## src/rtl/boot_axi_writer_pkg.sv

```systemverilog
// Shared types and constants for the UART-to-AXI-Lite boot image writer.
package boot_axi_writer_pkg;

    typedef enum logic [2:0] {
        StIdle,
        StLen,
        StWaitWord,
        StXfer,
        StResp,
        StDone,
        StError
    } boot_state_e;

    localparam logic [1:0] AXI_RESP_OKAY = 2'b00;
    localparam logic [3:0] WSTRB_ALL     = 4'hF;

endpackage

```

## src/rtl/boot_axi_writer_if.sv

```systemverilog
// AXI-Lite write channel bundle driven by the boot writer.
interface boot_axi_writer_if;

    logic [31:0] boot_awaddr;
    logic        boot_awvalid;
    logic        boot_awready;
    logic [31:0] boot_wdata;
    logic        boot_wvalid;
    logic        boot_wready;
    logic [3:0]  boot_wstrb;
    logic        boot_bvalid;
    logic [1:0]  boot_bresp;
    logic        boot_bready;

    modport master (
        output boot_awaddr, boot_awvalid, boot_wdata, boot_wvalid, boot_wstrb, boot_bready,
        input  boot_awready, boot_wready, boot_bvalid, boot_bresp
    );

    modport slave (
        input  boot_awaddr, boot_awvalid, boot_wdata, boot_wvalid, boot_wstrb, boot_bready,
        output boot_awready, boot_wready, boot_bvalid, boot_bresp
    );

endinterface

```

## src/rtl/boot_byte_packer.sv

```systemverilog
// Packs UART bytes little-endian into 32-bit words behind a one-word holding register.
module boot_byte_packer (
    input  logic        clk,
    input  logic        rst,
    input  logic        clear,
    input  logic        byte_en,
    input  logic [7:0]  byte_data,
    input  logic        consume,
    output logic [31:0] word,
    output logic        word_valid,
    output logic        overrun
);

    logic [1:0]  cnt_q, cnt_d;
    logic [23:0] asm_q, asm_d;
    logic [31:0] word_q, word_d;
    logic        hold_valid_q, hold_valid_d;
    logic        overrun_q, overrun_d;

    always_comb begin
        cnt_d        = cnt_q;
        asm_d        = asm_q;
        word_d       = word_q;
        hold_valid_d = hold_valid_q;
        overrun_d    = overrun_q;
        if (clear) begin
            cnt_d        = 2'd0;
            hold_valid_d = 1'b0;
            overrun_d    = 1'b0;
        end else begin
            if (consume) hold_valid_d = 1'b0;
            if (byte_en) begin
                cnt_d = cnt_q + 2'd1;
                unique case (cnt_q)
                    2'd0: asm_d[7:0]   = byte_data;
                    2'd1: asm_d[15:8]  = byte_data;
                    2'd2: asm_d[23:16] = byte_data;
                    2'd3: begin
                        // A word landing on a still-occupied slot is dropped, not queued.
                        if (hold_valid_q && !consume) begin
                            overrun_d = 1'b1;
                        end else begin
                            word_d       = {byte_data, asm_q};
                            hold_valid_d = 1'b1;
                        end
                    end
                endcase
            end
        end
    end

    always_ff @(posedge clk or posedge rst) begin
        if (rst) begin
            cnt_q        <= 2'd0;
            asm_q        <= 24'd0;
            word_q       <= 32'd0;
            hold_valid_q <= 1'b0;
            overrun_q    <= 1'b0;
        end else begin
            cnt_q        <= cnt_d;
            asm_q        <= asm_d;
            word_q       <= word_d;
            hold_valid_q <= hold_valid_d;
            overrun_q    <= overrun_d;
        end
    end

    assign word       = word_q;
    assign word_valid = hold_valid_q;
    assign overrun    = overrun_q;

endmodule

```

## src/rtl/boot_axi_writer.sv

```systemverilog
// Boot loader: receives a length-prefixed word image over UART and writes it via AXI-Lite.
// Optional inter-byte timeout is built when BOOT_TIMEOUT_EN is defined.
module boot_axi_writer
    import boot_axi_writer_pkg::*;
#(
    parameter logic [31:0] BASE_ADDR      = 32'h0000_0000,
    parameter int unsigned MAX_WORDS      = 16384,
    parameter int unsigned TIMEOUT_CYCLES = 1_000_000
) (
    input  logic                      clk,
    input  logic                      rst,
    input  logic                      boot_start,
    input  logic [7:0]                rx_data,
    input  logic                      rx_valid,
    boot_axi_writer_if.master         bus,
    output logic                      boot_active,
    output logic                      boot_done,
    output logic                      boot_error
);

    boot_state_e state_q, state_d;
    logic [31:0] addr_q, addr_d;
    logic [31:0] remaining_q, remaining_d;
    logic [31:0] wdata_q, wdata_d;
    logic        awvalid_q, awvalid_d;
    logic        wvalid_q, wvalid_d;
    logic        aw_done_q, aw_done_d;
    logic        w_done_q, w_done_d;

    logic [31:0] word;
    logic        word_valid, overrun, consume, timeout;
    logic        start_ok, inflight, need_more, byte_en, aw_hs, w_hs;

    assign start_ok = boot_start && (state_q inside {StIdle, StDone, StError});
    assign inflight = state_q inside {StXfer, StResp};
    // Stop accepting bytes once every image word is held or in flight.
    assign need_more = (state_q == StLen) ||
                       ((state_q inside {StWaitWord, StXfer, StResp}) &&
                        (remaining_q > (32'(inflight) + 32'(word_valid))));
    assign byte_en  = rx_valid && !boot_start && need_more;
    assign aw_hs    = awvalid_q && bus.boot_awready;
    assign w_hs     = wvalid_q && bus.boot_wready;

    boot_byte_packer u_packer (
        .clk        (clk),
        .rst        (rst),
        .clear      (start_ok),
        .byte_en    (byte_en),
        .byte_data  (rx_data),
        .consume    (consume),
        .word       (word),
        .word_valid (word_valid),
        .overrun    (overrun)
    );

`ifdef BOOT_TIMEOUT_EN
    logic [31:0] tmo_q, tmo_d;

    always_comb begin
        tmo_d = tmo_q;
        if (byte_en || word_valid || !(state_q inside {StLen, StWaitWord})) begin
            tmo_d = 32'd0;
        end else if (tmo_q != 32'(TIMEOUT_CYCLES)) begin
            tmo_d = tmo_q + 32'd1;
        end
    end

    always_ff @(posedge clk or posedge rst) begin
        if (rst) tmo_q <= 32'd0;
        else     tmo_q <= tmo_d;
    end

    assign timeout = (tmo_q == 32'(TIMEOUT_CYCLES)) && !word_valid;
`else
    logic unused_timeout_cfg;
    assign unused_timeout_cfg = ^TIMEOUT_CYCLES;
    assign timeout = 1'b0;
`endif

    always_comb begin
        state_d     = state_q;
        addr_d      = addr_q;
        remaining_d = remaining_q;
        wdata_d     = wdata_q;
        awvalid_d   = awvalid_q;
        wvalid_d    = wvalid_q;
        aw_done_d   = aw_done_q;
        w_done_d    = w_done_q;
        consume     = 1'b0;
        unique case (state_q)
            StIdle, StDone, StError: begin
                if (start_ok) state_d = StLen;
            end
            StLen: begin
                if (overrun || timeout) begin
                    state_d = StError;
                end else if (word_valid) begin
                    consume = 1'b1;
                    if (word == 32'd0) begin
                        state_d = StDone;
                    end else if (word > 32'(MAX_WORDS)) begin
                        state_d = StError;
                    end else begin
                        remaining_d = word;
                        addr_d      = BASE_ADDR;
                        state_d     = StWaitWord;
                    end
                end
            end
            StWaitWord: begin
                if (overrun || timeout) begin
                    state_d = StError;
                end else if (word_valid) begin
                    consume   = 1'b1;
                    wdata_d   = word;
                    awvalid_d = 1'b1;
                    wvalid_d  = 1'b1;
                    aw_done_d = 1'b0;
                    w_done_d  = 1'b0;
                    state_d   = StXfer;
                end
            end
            StXfer: begin
                if (aw_hs) begin
                    awvalid_d = 1'b0;
                    aw_done_d = 1'b1;
                end
                if (w_hs) begin
                    wvalid_d = 1'b0;
                    w_done_d = 1'b1;
                end
                if ((aw_done_q || aw_hs) && (w_done_q || w_hs)) state_d = StResp;
            end
            StResp: begin
                if (bus.boot_bvalid) begin
                    if (bus.boot_bresp != AXI_RESP_OKAY) begin
                        state_d = StError;
                    end else begin
                        remaining_d = remaining_q - 32'd1;
                        addr_d      = addr_q + 32'd4;
                        if (remaining_q == 32'd1) state_d = StDone;
                        else if (overrun)         state_d = StError;
                        else                      state_d = StWaitWord;
                    end
                end
            end
            default: state_d = StIdle;
        endcase
    end

    always_ff @(posedge clk or posedge rst) begin
        if (rst) begin
            state_q     <= StIdle;
            addr_q      <= 32'd0;
            remaining_q <= 32'd0;
            wdata_q     <= 32'd0;
            awvalid_q   <= 1'b0;
            wvalid_q    <= 1'b0;
            aw_done_q   <= 1'b0;
            w_done_q    <= 1'b0;
        end else begin
            state_q     <= state_d;
            addr_q      <= addr_d;
            remaining_q <= remaining_d;
            wdata_q     <= wdata_d;
            awvalid_q   <= awvalid_d;
            wvalid_q    <= wvalid_d;
            aw_done_q   <= aw_done_d;
            w_done_q    <= w_done_d;
        end
    end

    assign bus.boot_awaddr  = addr_q;
    assign bus.boot_awvalid = awvalid_q;
    assign bus.boot_wdata   = wdata_q;
    assign bus.boot_wvalid  = wvalid_q;
    assign bus.boot_wstrb   = WSTRB_ALL;
    assign bus.boot_bready  = (state_q == StResp);
    assign boot_active      = state_q inside {StLen, StWaitWord, StXfer, StResp};
    assign boot_done        = (state_q == StDone);
    assign boot_error       = (state_q == StError);

endmodule

```

## src/flat_wrapper.sv

```systemverilog
// flat-port wrapper written by rule: the top's interface ports become plain ports
module boot_axi_writer_flat import boot_axi_writer_pkg::*;
#(
    parameter logic [31:0] BASE_ADDR      = 32'h0000_0000,
    parameter int unsigned MAX_WORDS      = 16384,
    parameter int unsigned TIMEOUT_CYCLES = 1_000_000
)
  (clk, rst, boot_start, rx_data, rx_valid, boot_active, boot_done, boot_error, bus_boot_awaddr, bus_boot_awvalid, bus_boot_wdata, bus_boot_wvalid, bus_boot_wstrb, bus_boot_bready, bus_boot_awready, bus_boot_wready, bus_boot_bvalid, bus_boot_bresp);
  boot_axi_writer_if bus_i ();
  input  logic clk;
  input  logic rst;
  input  logic boot_start;
  input  logic [7:0] rx_data;
  input  logic rx_valid;
  output logic boot_active;
  output logic boot_done;
  output logic boot_error;
  output wire logic [$bits(bus_i.boot_awaddr)-1:0] bus_boot_awaddr;
  output wire logic [$bits(bus_i.boot_awvalid)-1:0] bus_boot_awvalid;
  output wire logic [$bits(bus_i.boot_wdata)-1:0] bus_boot_wdata;
  output wire logic [$bits(bus_i.boot_wvalid)-1:0] bus_boot_wvalid;
  output wire logic [$bits(bus_i.boot_wstrb)-1:0] bus_boot_wstrb;
  output wire logic [$bits(bus_i.boot_bready)-1:0] bus_boot_bready;
  input wire logic [$bits(bus_i.boot_awready)-1:0] bus_boot_awready;
  input wire logic [$bits(bus_i.boot_wready)-1:0] bus_boot_wready;
  input wire logic [$bits(bus_i.boot_bvalid)-1:0] bus_boot_bvalid;
  input wire logic [$bits(bus_i.boot_bresp)-1:0] bus_boot_bresp;
  assign bus_boot_awaddr = bus_i.boot_awaddr;
  assign bus_boot_awvalid = bus_i.boot_awvalid;
  assign bus_boot_wdata = bus_i.boot_wdata;
  assign bus_boot_wvalid = bus_i.boot_wvalid;
  assign bus_boot_wstrb = bus_i.boot_wstrb;
  assign bus_boot_bready = bus_i.boot_bready;
  assign bus_i.boot_awready = bus_boot_awready;
  assign bus_i.boot_wready = bus_boot_wready;
  assign bus_i.boot_bvalid = bus_boot_bvalid;
  assign bus_i.boot_bresp = bus_boot_bresp;
  boot_axi_writer #(.BASE_ADDR(BASE_ADDR), .MAX_WORDS(MAX_WORDS), .TIMEOUT_CYCLES(TIMEOUT_CYCLES)) u_core (.clk(clk), .rst(rst), .boot_start(boot_start), .rx_data(rx_data), .rx_valid(rx_valid), .bus(bus_i), .boot_active(boot_active), .boot_done(boot_done), .boot_error(boot_error));
endmodule
```

## config.mk

```make
export PLATFORM = sky130hd
export DESIGN_NAME = boot_axi_writer_flat
export DESIGN_NICKNAME = d
export VERILOG_FILES = /design/src/rtl/boot_axi_writer_pkg.sv /design/src/rtl/boot_axi_writer_if.sv /design/src/rtl/boot_byte_packer.sv /design/src/rtl/boot_axi_writer.sv /design/src/flat_wrapper.sv
export SDC_FILE = /design/constraint.sdc
export NUM_CORES = 1
export LEC_CHECK = 0
export BUFFER_PORTS_ARGS = -buffer_cell sky130_fd_sc_hd__buf_2
export CAP_MARGIN = 20
export CELL_PAD_IN_SITES_DETAIL_PLACEMENT = 0
export CELL_PAD_IN_SITES_GLOBAL_PLACEMENT = 1
export CORE_MARGIN = 2
export CORE_UTILIZATION = 50
export DETAILED_ROUTE_END_ITERATION = 16
export GPL_ROUTABILITY_DRIVEN = 0
export HOLD_SLACK_MARGIN = 0.1
export PLACE_DENSITY = 0.95
export SLEW_MARGIN = 20
export SYNTH_ARGS = -nofsm -noshare
export SYNTH_HDL_FRONTEND = slang
export SYNTH_SLANG_ARGS = --single-unit
```

## constraint.sdc

```tcl
create_clock -name clk -period 10 [get_ports clk]
set_input_delay 3 -clock clk [delete_from_list [all_inputs] [get_ports clk]]
set_output_delay 3 -clock clk [all_outputs]
set_load 0.01 [all_outputs]
```

**Word-level counts from Yosys, hierarchy flattened**

Cells that the tools add are included.

- Input port bits: 17
- Output and inout bits: 74
- Flip-flop bits (word level): 163

- Reductions and logical operators: 38
- Order comparisons: 2
- Bitwise operators: 3
- Add/subtract/negate cells: 4
- Equal/unequal tests: 24
- Muxes and demuxes: 53

Operators by type and width:

| operator | number |
|---|---|
| $mux 32 | 12 |
| $pmux 32 s2 | 2 |
| $mux 3 | 12 |
| $add 32x3->32 const B | 1 |
| $eq 32x1->1 const B | 1 |
| $gt 32x15->1 const B | 1 |
| $gt 32x32->1 | 1 |
| $logic_not 32->1 | 1 |
| $sub 32x1->32 const B | 1 |
| $mux 1 | 20 |
| $ne 2x2->1 const B | 8 |
| $pmux 3 s5 | 1 |
| $reduce_and 3->1 | 5 |
| $reduce_bool 2->1 | 7 |
| $reduce_and 4->1 | 3 |
| $eq 3x3->1 const B | 3 |
| $logic_and 1x1->1 | 8 |
| $ne 2x1->1 const B | 4 |
| $pmux 1 s2 | 4 |
| $reduce_and 7->1 | 1 |
| $eq 3x2->1 const B | 2 |
| $ne 3x3->1 const B | 2 |
| $reduce_bool 3->1 | 2 |
| $reduce_and 5->1 | 1 |
| other kinds (14) | 21 |

**Logic depth before layout (Yosys ltp)**

Gate-level depths: netlist (run 1).

- Depth in word-level cells: 9
- Gate-level depth with buffers: 16
- Mapped depth without buffers: 12

**Hierarchy**

A second synthesis (run 1) with hierarchy kept.

- Cells, all modules: 739
- Area, all modules: 7952.6 um^2

By module, submodules not included:

| module | area an instance (um^2) | cells each | instances |
|---|---|---|---|
| boot_axi_writer | 5504.0 | 598 | 1 |
| boot_byte_packer | 2448.6 | 141 | 1 |

**Least setup slack after synthesis (run 1)**

Ideal clock, no wire load.

- Kind: input to register
- From: in bus_boot_bresp[1]
- To: reg u_core.remaining_q[17]
- Arrival: 4451 ps
- Stages on the path: 8
- Setup slack: 5462 ps
- Required time: 9913 ps
- Library setup time: 87 ps
- Path buffers: 2
- Cells stage by stage: nor2_1 -> nand3_1 -> a22oi_1 -> o21a_1 -> clkbuf_1 -> buf_2 -> nand3_1 -> o211ai_1

- Longest elaborated chain between the ends: 3

Ends and longest elaborated chain:

| what | line | RTL |
|---|---|---|
| start: declaration | flat_wrapper.sv:27 | `input wire logic [$bits(bus_i.boot_bresp)-1:0] bus_boot_bresp;` |
| $reduce_bool 2->1 | boot_axi_writer.sv:136 | `if (bus.boot_bresp != AXI_RESP_OKAY) begin` |
| $ne 2x2->1 (no line) | - |  |
| $reduce_and 7->1 (no line) | - |  |
| end signal: assignment | boot_axi_writer.sv:164 | `remaining_q <= remaining_d;` |
| end: declaration | boot_axi_writer.sv:23 | `logic [31:0] remaining_q, remaining_d;` |

Every way passes these cells.
A chain may end at the register's enable or synchronous reset.

**Final worst setup path (run 1)**

- From: in bus_boot_bresp[1]
- To: reg u_core.remaining_q[20]

The elaborated chain is that of the path after synthesis.

==> results.ini, run 1 <==
[clock_tree]
cts_max_path_buffers=2
htree_num_levels=4
cts_tree=done
cts_hold_buf=0
clk_pin_slew_ps=70
cts_resized=0
post_cts_buffers=0
insertion_delay_ps=440
cts_root_buf=clkbuf_16
cts_made_buffers=17
numClockSinks=161

[timing]
finalSetupViolCount=0
setup_ws_ps=5070
grt_setup_unrepaired=no
drv_slew=0
hold_viol_final=0
fin_tns_setup_ps=0
worst_pin_slew_ps=1050
finClkSkew_ps=11.9
max_freq_ghz=0.203
layout_min_cycle_time_ps=4930
maxSlewHeadroom=0.300
period_share=0.493

[setup_path]
critPathRequiredTime_ps=10320
critPathCaptureType=flop
cp-start-kind=input pin
crit_type=in2reg
crit_fanout=22
cp_data_arrival_time_ps=5250

[floorplan]
die-area_sq_um=17000
rows=46
die_h_um=130
core_sq_um=15700
die_x_um=130
start_util=0.508
io_pins=91

[yosys]
synth_edf_count=0
ys_async_sr_fraction=1.00
synth_flop_cell=dfrtp_1
seq_area_frac_synth=0.505
synth-seq-cells=161
syn_avg_cell_area_sq_um=10.6
synth_area_sq_um=7980
syn_inst=755
synth.distinct_cells=55
ys_warn_count=0

[final_layout]
nets=846
drive_gt1_frac=0.233
postLayoutCoreUtil=0.578
design_area_sq_um=9080
diodes=0
syn_to_final_growth_pct=13.8

[global_route]
grt_pass1_wl_mm=30.7
grt-ovfl-total=0
grt_max_degree=94
grt_usage=0.233
grt_pass1_vias=5796
antenna_found_initial=0

[detailed_routing]
wl_mm=18.8
drt_pass1_iterations=5
drc=0
vias=6141
wl_per_cell_um=18.0
viasPerCell=5.86
ant_nets=0
drtIter0Drc=469

[power]
powerDensity_nw_per_um2=253
vdd_drop_max_v=0.000144
p_leak_uw=0.00429

[run_status]
status=complete, no violations

[placement]
dp_slack_ps=4590
place_area_sq_um=8500
portBuffers=84
dp_hpwl_mm=12.1

[worst_hold_path]
min_path_type=reg2reg

[run]
maxCapViolations=0

flip-flops by register name (all words and copies together), names as in the netlist, 2 cells and up:
| register | cells |
|---|---|
| u_core.bus.boot_awaddr | 30 |
| u_core.bus.boot_wdata | 32 |
| u_core.remaining_q | 32 |
| u_core.state_q | 3 |
| u_core.u_packer.asm_q | 24 |
| u_core.u_packer.cnt_q | 2 |
| u_core.u_packer.word | 32 |
cell families after synthesis:
family / after synthesis / synth area share
multiplexers: 90 / 0.141
adder cells (fa/ha/maj): 10 / 0.0157
buffers and inverters: 61 / 0.0359
other: 2 / 0.000942
flip-flops: 161 / 0.505
AO/OA/AOI/OAI: 207 / 0.154
XOR/XNOR: 3 / 0.00330
AND/OR/NAND/NOR: 221 / 0.144
per-layer routing:
metal / wire, um / up-vias / GRT usage
met5: 0 / - / 0
met1: 8550 / 3023 / 0.325
met4: 339 / 0 / 0.0696
met3: 819 / 29 / 0.0439
met2: 9110 / 178 / 0.374
li1: - / 2911 / -
placed cells by master, fill, tap and decap left out, types with 4 or more instances in the layout:
| cell | synthesis | layout |
|---|---|---|
| buf_2 | 4 | 84 |
| a2bb2oi_1 | 5 | 5 |
| a31oi_1 | 24 | 24 |
| buf_4 | 6 | 5 |
| ha_1 | 10 | 10 |
| nor4_1 | 21 | 21 |
| mux2_1 | 26 | 26 |
| nand3_1 | 27 | 27 |
| a22oi_1 | 4 | 4 |
| clkbuf_16 | 0 | 17 |
| nand2_1 | 41 | 40 |
| nand4_1 | 14 | 14 |
| o21ai_0 | 31 | 31 |
| a21oi_1 | 36 | 36 |
| and2_1 | 9 | 9 |
| o21ai_1 | 63 | 63 |
| nor2_1 | 53 | 53 |
| nor3_1 | 15 | 15 |
| mux2_2 | 33 | 33 |
| or4_1 | 4 | 4 |
| mux2_4 | 30 | 30 |
| dfrtp_1 | 161 | 161 |
| and3_1 | 14 | 13 |
| conb_1 | 2 | 6 |
| o31ai_1 | 6 | 6 |
| o211ai_1 | 4 | 4 |
| or3_1 | 5 | 5 |
| o21a_1 | 8 | 8 |
| inv_1 | 13 | 12 |
| o22ai_1 | 4 | 4 |
| inv_6 | 0 | 5 |
| nor2b_1 | 6 | 6 |
per-stage QoR:
stage	hold WS (ps)	cells	power (uW)
final	472	1048	2300
after global routing	508	1048	2430
after CTS	473	1048	2300
after detailed placement	463	1016	1660
after global placement	456	1016	1630
after floorplan	439	759	1450
worst paths after layout:
check	to	start	cells past startpoint	slack [ps]
worst min-delay path	u_core.remaining_q[23]	u_core.remaining_q[23]	1	470
worst max register to register	u_core.u_packer.word[30]	u_core.state_q[0]	12	6190
worst min register to register	u_core.remaining_q[23]	u_core.remaining_q[23]	1	470
max in group asynchronous	u_core.bus.boot_wdata[28]	rst	3	5890
worst max-delay path	u_core.remaining_q[20]	bus_boot_bresp[1]	7	5070
min in group asynchronous	u_core.bus.boot_wvalid	rst	2	2700
report_power, final:
part,switching [uW],internal [uW]
Clock,292,351
Sequential,166,791
Combinational,404,296
cell type report:
type | instances | area [sq um]
clock buffer | 18 | 429
clock inverter | 14 | 153
fill | 1308 | 6630
inverter | 13 | 53.8
multi-input combinational | 537 | 3690
sequential | 161 | 4030
tap | 216 | 270
timing repair buffer | 89 | 458
synthesized netlist by cell type (5+ instances only):
cell type | number | area [sq um]
and3_1 | 14 | 87.6
mux2_1 | 26 | 293
nor3_1 | 15 | 75.1
a2bb2oi_1 | 5 | 43.8
a21oi_1 | 36 | 180
nand3_1 | 27 | 135
ha_1 | 10 | 125
mux2_2 | 33 | 372
buf_4 | 6 | 45.0
nor4_1 | 21 | 131
nand4_1 | 14 | 87.6
o31ai_1 | 6 | 45.0
o21a_1 | 8 | 60.1
o21ai_1 | 63 | 315
nand2_1 | 41 | 154
a31oi_1 | 24 | 150
and2_1 | 9 | 56.3
nor2_1 | 53 | 199
dfrtp_1 | 161 | 4030
o21ai_0 | 31 | 155
mux2_4 | 30 | 450
or3_1 | 5 | 31.3
clkbuf_1 | 32 | 120
nor2b_1 | 6 | 37.5
inv_1 | 13 | 48.8
critical path, cell delays in order:
cell and delay (ps):
buf_2 110, nor2_1 220, nand3_1 290, a22oi_1 400, o21a_1 670, a21boi_0 210, a311o_1 350
No activity file was read; power rests on OpenSTA's default activity.
==> run 2, diff against run 1 <==
--- a/config.mk
+++ b/config.mk
@@ -10,11 +10,11 @@
 export CELL_PAD_IN_SITES_DETAIL_PLACEMENT = 0
 export CELL_PAD_IN_SITES_GLOBAL_PLACEMENT = 1
 export CORE_MARGIN = 2
-export CORE_UTILIZATION = 50
+export CORE_UTILIZATION = 42
 export DETAILED_ROUTE_END_ITERATION = 16
 export GPL_ROUTABILITY_DRIVEN = 0
 export HOLD_SLACK_MARGIN = 0.1
-export PLACE_DENSITY = 0.95
+export PLACE_DENSITY = 0.86
 export SLEW_MARGIN = 20
 export SYNTH_ARGS = -nofsm -noshare
 export SYNTH_HDL_FRONTEND = slang
==> constraint.sdc (replaced) <==
create_clock -name clk -period 3.95 [get_ports clk]
set_input_delay 1.185 -clock clk [delete_from_list [all_inputs] [get_ports clk]]
set_output_delay 1.185 -clock clk [all_outputs]
set_load 0.01 [all_outputs]
==> run 2 against run 1 <==
  * Clock-buffer cell count shrank 1
  * Cell area grew 1.0%
  * First-iteration DRC count shrank 6.4%
  * Global-route usage shrank 3.6 points
  * Combinational power grew to 2.5 times the previous value
  * Clock skew grew 0.82 ps
  * Clock power grew 140%
  * Largest power group unchanged
==> results.ini, run 2 (synthesis results as in run 1) <==
[global_route]
grt_usage=0.197  ; -0.0364
grt_max_degree=68  ; -28%
antenna_found_initial=0  ; unchanged
grt_pass1_vias=5925  ; +2.2%
grt-ovfl-total=0  ; unchanged
grt_pass1_wl_mm=31.3  ; +1.7%

[clock_tree]
cts_root_buf=clkbuf_16
cts_tree=done
cts_resized=0  ; unchanged
htree_num_levels=4  ; unchanged
cts_made_buffers=17  ; unchanged
insertion_delay_ps=430  ; about the same
cts_hold_buf=0  ; unchanged
cts_max_path_buffers=2  ; unchanged
numClockSinks=161  ; unchanged
clk_pin_slew_ps=70  ; about the same
post_cts_buffers=0  ; unchanged

[final_layout]
syn_to_final_growth_pct=15.0
layout_commonest_cell=dfrtp_1
stdcell_count=1074  ; +2.5%
nFillCells=1692  ; +29%
multiInputGateArea_sq_um=3690  ; unchanged
drive_gt1_frac=0.242  ; +0.00849
nets=854  ; +0.95%
layout_common_cells=dfrtp_1, buf_2, o21ai_1, nor2_1, nand2_1
diodes=0  ; unchanged
layout.area.seq_sq_um=4030  ; unchanged

[setup_path]
reg2reg_slack_ps=650  ; -5540 ps
crit_type=reg2reg
r2r_end=u_core.u_packer.word[15]
r2r-start=u_core.state_q[0]
crit_fanout=18  ; -18%
crit_chain=nor2_1, nand2_2, o21ai_0, ha_1, inv_1, ha_1, nor2b_1, a2bb2oi_1, nor2_1, a21oi_2, and3_2, buf_4, mux2_4
reg2reg_depth=13  ; +1
cp_data_arrival_time_ps=3610  ; -1640 ps
cp-start-kind=flop
slowest_delay_ps=500  ; -170 ps
crit_slowest_cell=dfrtp_1
crit_family=simple AND/OR/NAND/NOR gates
startpoint=u_core.state_q[0]
crit_end=u_core.u_packer.word[15]
cp.depth=13  ; +6
critPathCaptureType=flop
path_buf_inv=2  ; +1
critPathRequiredTime_ps=4260  ; -6060 ps

[timing]
worst_pin_slew_ps=960  ; -90.0 ps
finalSetupViolCount=0  ; unchanged
max_freq_ghz=0.303
maxSlewHeadroom=0.354  ; +0.0541
grt_setup_unrepaired=no
drv_slew=0  ; unchanged
hold_viol_final=0  ; unchanged
fin_tns_setup_ps=0  ; unchanged
layout_min_cycle_time_ps=3300
finClkSkew_ps=12.7  ; +0.821 ps
period_share=0.836

[run_status]
status=complete, no violations

[detailed_routing]
drtIter0Drc=439  ; -6.4%
wl_per_cell_um=17.5  ; -2.5%
vias=6153  ; +0.20%
ant_nets=0  ; unchanged
wl_mm=18.8  ; about the same
drt_pass1_iterations=4  ; -1
drc=0  ; unchanged
viasPerCell=5.73  ; -2.2%

[floorplan]
die_h_um=142  ; +8.8%
die-area_sq_um=20100  ; +18%
io_pins=91  ; unchanged
core_sq_um=18600  ; +19%
start_util=0.428  ; -0.0798
rows=50  ; +8.7%
die_x_um=142  ; +8.8%

[placement]
dp_hpwl_mm=13.1  ; +8.1%
dpl.cell_count=1042  ; +2.6%
portBuffers=84  ; unchanged

[power]
intPower_uw=3590  ; +150%
switching_share=0.376  ; +0.000578
switchingPower_uw=2160  ; +150%
p_leak_uw=0.00433  ; +0.99%
pwr-share-clk=0.273  ; -0.007
vdd_drop_max_v=0.000405  ; +180%
total_power_uw=5750  ; +150%
seq_power_share=0.418  ; +0.002
powerDensity_nw_per_um2=627  ; +150%
p_comb_frac=0.309  ; +0.005

[worst_hold_path]
min_path_type=reg2reg
hp-start=u_core.u_packer.asm_q[13]

[run]
maxCapViolations=0  ; unchanged

[run 2: changes by cell type in the layout (fill, tap and decap cells not counted)]
cell,delta
buf_12,+2
clkbuf_1,-1
clkinvlp_4,+1
bufinv_16,-1
clkinv_4,-3
inv_8,+1
inv_6,+3
buf_4,+6
[run 2: worst min-delay path by stage]
stage / endpoint / slack (ps) / cells after the start
final: u_core.u_packer.asm_q[13] / 490 / 1
after global routing: u_core.remaining_q[23] / 500 / 1
after CTS: u_core.remaining_q[23] / 490 / 1
after detailed placement: u_core.u_packer.asm_q[13] / 480 / 1
after global placement: u_core.u_packer.asm_q[18] / 470 / 1
after floorplan: u_core.remaining_q[23] / 440 / 1
[run 2: power groups by stage]
stage,sequential (uW),combinational (uW),clock [uW]
floorplan,2270,1410,0
finish,2410,1780,1570
global route,2460,2010,1680
detailed placement,2430,1780,0
global placement,2410,1750,0
CTS,2400,1790,1610
[run 2: worst register-to-register path: stages (launching register included)]
cell and delay, ps:
dfrtp_1 500, nor2_1 310, nand2_2 110, o21ai_0 130, ha_1 180, inv_1 40
ha_1 270, nor2b_1 130, a2bb2oi_1 160, nor2_1 70, a21oi_2 350, and3_2 270
buf_4 330, mux2_4 340
[run 2: stage by stage]
step                      hold slack [ps]   util  cell area, sq um  worst slack [ps]
after floorplan                       439      -              7990               703
after global placement                467  0.461              8600               668
after detailed placement              477  0.461              8600               654
after CTS                             489  0.492              9170               643
after global routing                  497  0.492              9170               392
final                                 487  0.492              9170               647
[run 2: cell type report]
cell class              count  area share
clock buffers              17      0.0464
flip-flops and latches    161       0.439
clock inverters            15      0.0156
inverters                  13     0.00573
well taps                 234      0.0319
repair buffers             97      0.0592
multi-input cells         537       0.402
[run 2: per-layer routing]
layer,share of wire,wire [um],GRT usage
met2,0.48,8990,0.313
met5,0,0,0
met3,0.046,866,0.0439
met1,0.46,8660,0.270
met4,0.015,289,0.0616
